File: src/rtl/input_port_route.sv
// Mesh router input port: 4-deep flit FIFO plus XY route/request FSM.
// Ports: clk, rst_n (sync, active-low); upstream valid_i/flit_i/last_i/ready_o;
// arbiter req_port_addr_o/grant_i; crossbar valid_o/flit_o/last_o.
module input_port_route #(
  parameter logic [1:0] X_ADDR = 2'd1,
  parameter logic [1:0] Y_ADDR = 2'd1
) (
  input  logic        clk,
  input  logic        rst_n,
  input  logic        valid_i,
  input  logic [31:0] flit_i,
  input  logic        last_i,
  output logic        ready_o,
  output logic [2:0]  req_port_addr_o,
  input  logic        grant_i,
  output logic        valid_o,
  output logic [31:0] flit_o,
  output logic        last_o
);

  typedef enum logic [1:0] {
    IDLE = 2'd0,
    REQ  = 2'd1,
    XFER = 2'd2
  } state_e;

  localparam logic [2:0] P_NONE  = 3'd0;
  localparam logic [2:0] P_NORTH = 3'd1;
  localparam logic [2:0] P_EAST  = 3'd2;
  localparam logic [2:0] P_SOUTH = 3'd3;
  localparam logic [2:0] P_WEST  = 3'd4;
  localparam logic [2:0] P_LOCAL = 3'd5;

  logic [32:0] mem_q [4];
  logic [1:0]  wr_q, wr_d;
  logic [1:0]  rd_q, rd_d;
  logic [2:0]  cnt_q, cnt_d;
  state_e      state_q;
  logic [2:0]  req_q;

  logic        push;
  logic        pop;
  logic [32:0] head;

  function automatic logic [2:0] route(
    input logic [1:0] dx,
    input logic [1:0] dy
  );
    logic [2:0] p;
    p = P_NONE;
    unique case (1'b1)
      (dx > X_ADDR):                   p = P_EAST;
      (dx < X_ADDR):                   p = P_WEST;
      (dx == X_ADDR && dy > Y_ADDR):   p = P_NORTH;
      (dx == X_ADDR && dy < Y_ADDR):   p = P_SOUTH;
      (dx == X_ADDR && dy == Y_ADDR):  p = P_LOCAL;
      default:                         p = P_NONE;
    endcase
    return p;
  endfunction

  assign head    = mem_q[rd_q];
  assign ready_o = (cnt_q < 3'd4);
  assign valid_o = (state_q == XFER) && (cnt_q != 3'd0);
  // Head is gated so idle/request states present zeros.
  assign flit_o  = valid_o ? head[31:0] : 32'd0;
  assign last_o  = valid_o & head[32];
  assign req_port_addr_o = req_q;

  assign push = valid_i && ready_o;
  assign pop  = valid_o;

  always_comb begin
    wr_d  = wr_q;
    rd_d  = rd_q;
    cnt_d = cnt_q;
    if (push) wr_d = wr_q + 2'd1;
    if (pop)  rd_d = rd_q + 2'd1;
    unique case ({push, pop})
      2'b10:   cnt_d = cnt_q + 3'd1;
      2'b01:   cnt_d = cnt_q - 3'd1;
      default: cnt_d = cnt_q;
    endcase
  end

  always_ff @(posedge clk) begin
    if (push) mem_q[wr_q] <= {last_i, flit_i};
  end

  always_ff @(posedge clk) begin
    if (!rst_n) begin
      wr_q  <= 2'd0;
      rd_q  <= 2'd0;
      cnt_q <= 3'd0;
    end else begin
      wr_q  <= wr_d;
      rd_q  <= rd_d;
      cnt_q <= cnt_d;
    end
  end

  always_ff @(posedge clk) begin
    if (!rst_n) begin
      state_q <= IDLE;
      req_q   <= P_NONE;
    end else begin
      unique case (state_q)
        IDLE: begin
          if (cnt_q != 3'd0) begin
            req_q   <= route(head[31:30], head[29:28]);
            state_q <= REQ;
          end
        end
        REQ: begin
          if (grant_i) state_q <= XFER;
        end
        XFER: begin
          // An empty FIFO here is a bubble; the port stays owned.
          if (pop && head[32]) begin
            req_q   <= P_NONE;
            state_q <= IDLE;
          end
        end
        default: begin
          state_q <= IDLE;
          req_q   <= P_NONE;
        end
      endcase
    end
  end

endmodule

File: config.mk
export PLATFORM = sky130hd
export DESIGN_NAME = input_port_route
export DESIGN_NICKNAME = d
export VERILOG_FILES = /design/src/rtl/input_port_route.sv
export SDC_FILE = /design/constraint.sdc
export NUM_CORES = 1
export LEC_CHECK = 0
export CAP_MARGIN = 40
export CORE_MARGIN = 2
export CORE_UTILIZATION = 57
export CTS_BUF_LIST = sky130_fd_sc_hd__clkbuf_8
export CTS_CLUSTER_SIZE = 28
export DETAILED_ROUTE_END_ITERATION = 12
export PLACE_DENSITY = 0.82
export SLEW_MARGIN = 15
export SYNTH_ARGS = -nofsm -noshare
export SYNTH_HDL_FRONTEND = slang
export SYNTH_SLANG_ARGS = --single-unit
File: constraint.sdc
create_clock -name clk -period 2.6 [get_ports clk]
set_input_delay 0.52 -clock clk [delete_from_list [all_inputs] [get_ports clk]]
set_output_delay 0.52 -clock clk [all_outputs]
set_load 0.005 [all_outputs]
==> results by group <==
Min path
  – Worst Hold Class: flip-flop to flip-flop

Floorplanning
  – Die Y: 104 um
  – I/O pin count: 75
  – Die width: 104 um
  – Core area: 0.00977 sq mm
  – Site Rows: 36
  – Initial core utilization: 58.8%
  – Full die area: 0.0109 sq mm

STA
  – Number of slew-limit violations in the final report: 0
  – Worst Tran Pin Value: 420 ps
  – Part of the cycle the worst path needs: 97.5%
  – Headroom to the max-slew limit: 71.9%
  – Post-route minimum period: 2530 ps
  – Post-layout worst setup margin: 65.7 ps
  – Endpoints failing hold: 0
  – Setup violations, final: 0
  – Largest clock skew in the final design: 17.0 ps
  – Unrepaired setup endpoints after global routing: true
  – Highest attainable clock frequency: 0.395 GHz
  – Post-Route Setup TNS: 0 ps

Synth
  – Main combinational cell family by area after synthesis: multiplexers
  – Total of flip-flops plus latches after synthesis: 146
  – Compound-gate portion of the synthesized area: 1.33%
  – Adder and majority cell fraction of the synthesized area: 1.44%
  – Proportion of synthesized area in mux cells: 13.4%
  – Per-instance average area after synthesis: 19.5 sq um
  – Synth warnings: 0
  – Post-Synth Simple-Gate Area: 6.86%
  – Instance count of the mapped netlist: 295
  – Number of different library cells in the post-synthesis netlist: 30
  – Share of synthesized area occupied by flip-flops and latches: 73.9%
  – Total standard cell area after synthesis: 0.00574 sq mm
  – Mapped Nets: 338
  – Parity-gate share of the synthesized area counting xor and xnor cells: 0.763%

Setup path
  – Setup CP Type: flip-flop to primary output
  – Required time of the worst setup path: 2080 ps
  – Slowest stage delay, CP: 490 ps
  – Kind of launch point of the worst setup path: flip-flop
  – Maximum fanout along the worst path: 7
  – Highest-delay cell along the critical path: mux4_2
  – Top Family by Delay on Critical Path: buffers and inverters
  – Cell mode on critical path: buf_6
  – Arrival @ worst endpoint: 2010 ps
  – List of cells traversed by the critical path: buf_6, buf_12, buf_6, mux4_2, and3_4, clkdlybuf4s15_1
  – Sort of element at the end of the critical path: primary output
  – Number of buffer and inverter instances along the worst setup path: 4

Pwr
  – Comb power frac: 11.0%
  – Switch share: 22.7%
  – Leakage power: 0.00271 uW
  – Worst IR Drop VDD: 0.450 mV
  – Total power per unit cell area: 699 mW/mm^2
  – Clock share of power: 35.0%
  – Net switching power: 1160 uW
  – Proportion of power drawn by flip-flops and latches: 54.0%
  – Internal power component: 3940 uW

Global route
  – Congestion Overflow GR: 0
  – Global-route usage over all layers: 20.7%
  – Wire length of the first global-routing pass: 16800 um
  – Vias in the first global route: 3308
  – Number of antenna violations at the first check in global routing: 0
  – Pin count of the biggest net entering global routing: 34

Clocking
  – TritonCTS clock tree: yes
  – Clock H-tree levels: 4
  – Max Buffers Root-to-Sink: 2
  – Cell chosen for the clock root: clkbuf_8
  – Clock-pin slew on the worst setup and hold paths: 80 ps
  – Clock buffer count from CTS: 17
  – Clk sinks: 146
  – Clock network latency to the later pin of the worst-skew pair: 420 ps

Cells and area
  – Fraction of final layout cells with drive strength greater than 1: 26.2%
  – Finished Core Util: 74.6%
  – Layout-stage area growth over the synthesis result: 27.0%
  – Antenna cells: 0
  – Final nets: 435

Route
  – Via Count: 3000
  – Starting DRT DRC Count: 187
  – Number of optimization iterations in the first detailed-route pass: 4
  – Routed via count divided by cell count: 5.58
  – Detailed-route wire length per cell: 19.8 um
  – WL final: 10700 um
  – Post-DRT Antenna Nets: 0
  – Post-detailed-route DRC marker count: 0

Placement
  – Port bufs: 74
  – Final weighted congestion in routability-driven placement: 0.761
  – Dpl ws: 139 ps
  – HPWL reported at the end of detailed placement: 6300 um

Outcome
  – Result of the run: completed

Flow run
  – Max-Cap Viols: 0
[tightest hold or removal path: cells and delay by family (launching register included)]
family        cells  cell delay [ps]
mux               1               60
simple gates      1               50
flops             1              310
[sequential cells by signal, indices dropped and copies added (netlist names), named ones only]
| name | cells |
|---|---|
| wr_q | 2 |
| cnt_q | 3 |
| req_port_addr_o | 3 |
| mem_q | 132 |
| rd_q | 2 |
| state_q | 2 |
[Yosys cell counts]
| cell | n | area (sq um) |
|---|---|---|
| clkbuf_1 | 10 | 37.5 |
| nand2_1 | 6 | 22.5 |
| a21o_1 | 1 | 7.51 |
| dfxtp_1 | 14 | 280 |
| a32o_1 | 1 | 10.0 |
| a21boi_0 | 1 | 7.51 |
| and3_1 | 32 | 200 |
| buf_6 | 4 | 45.0 |
| o21ai_0 | 4 | 20.0 |
| nand3_1 | 2 | 10.0 |
| nand2b_1 | 1 | 6.26 |
| a22oi_4 | 1 | 21.3 |
| edfxtp_1 | 132 | 3960 |
| a21oi_1 | 2 | 10.0 |
| inv_1 | 9 | 33.8 |
| and2_1 | 10 | 62.6 |
| nor2_1 | 5 | 18.8 |
| xnor2_1 | 4 | 35.0 |
| mux2i_1 | 2 | 20.0 |
| fa_1 | 1 | 20.0 |
| ha_1 | 5 | 62.6 |
| buf_2 | 3 | 15.0 |
| nor3_1 | 3 | 15.0 |
| nand2b_4 | 1 | 13.8 |
| or3_1 | 2 | 12.5 |
| xor2_1 | 1 | 8.76 |
| mux4_2 | 31 | 698 |
| nor2b_1 | 4 | 25.0 |
| mux4_1 | 2 | 52.6 |
| nor3b_1 | 1 | 7.51 |
[stage by stage]
stage               hold WS, ps  total power, uW  instances  cell area, sq um
finish                      465             5100        538              7300
global route                496             5300        538              7300
CTS                         466             5120        534              7200
detailed placement          455             3340        497              6740
global placement            451             3320        497              6740
floorplan                   454             3090        295              5740
[power by group through the flow]
stage	clock network, uW	logic, uW	registers, uW
4_1_cts	1820	552	2750
6_report	1790	561	2750
3_5_place_dp	0	536	2800
5_1_grt	1920	612	2770
2_1_floorplan	0	302	2780
3_3_place_gp	0	527	2790
[timing repair]
action | CTS | global route
pin swaps | 0 | 4
gates cloned | 1 | 0
hold buffers | 0 | 0
buffers inserted | 4 | 4
gates resized for setup | 34 | 24
setup endpoints to repair | 33 | 18
[final cells by class]
| cell class | count | area (sq um) |
|---|---|---|
| sequential | 146 | 4250 |
| fill | 574 | 2480 |
| multi-input combinational | 123 | 1410 |
| timing repair buffer | 95 | 1020 |
| clock buffer | 17 | 234 |
| clock inverter | 15 | 181 |
| tap | 133 | 166 |
| inverter | 9 | 33.8 |
[layout by cell type (no fill, tap or decap), drive strengths merged, types with 5 or more instances in the layout]
cell,n
dlygate4sd2,21
clkbuf,19
buf,21
and3,32
ha,5
clkdlybuf4s50,41
dlymetal6s2s,6
mux4,33
nor2,5
inv,14
clkinv,5
and2,10
nand2,6
edfxtp,132
dfxtp,14
[per-layer routing]
layer	global-route usage [%]	part of all wire [%]	up-vias
met5	0	0	-
met4	7.14	1.4	0
met3	5.76	6.4	12
met2	35.2	51	109
met1	25.8	41	1511
li1	-	-	1368
[final timing paths]
path	depth (start not counted)	startpoint	slack, ps	to
worst max-delay path	6	flip-flop	70	flit_o[17]
worst min-delay path	2	req_port_addr_o[0]	460	req_port_addr_o[0]
worst max register to register	9	state_q[1]	380	cnt_q[2]
worst min register to register	2	req_port_addr_o[0]	460	req_port_addr_o[0]
[cell families (layout without fill, tap and decap cells)]
family | Yosys count | count (layout)
adders and majority gates | 6 | 6
muxes | 35 | 35
xor gates and xnor gates | 5 | 5
DFF | 146 | 146
buffers and inverters | 26 | 136
AOI/OAI and AO/OA | 10 | 10
and+or+nand+nor | 67 | 67
No activity file was read; power rests on OpenSTA's default activity.
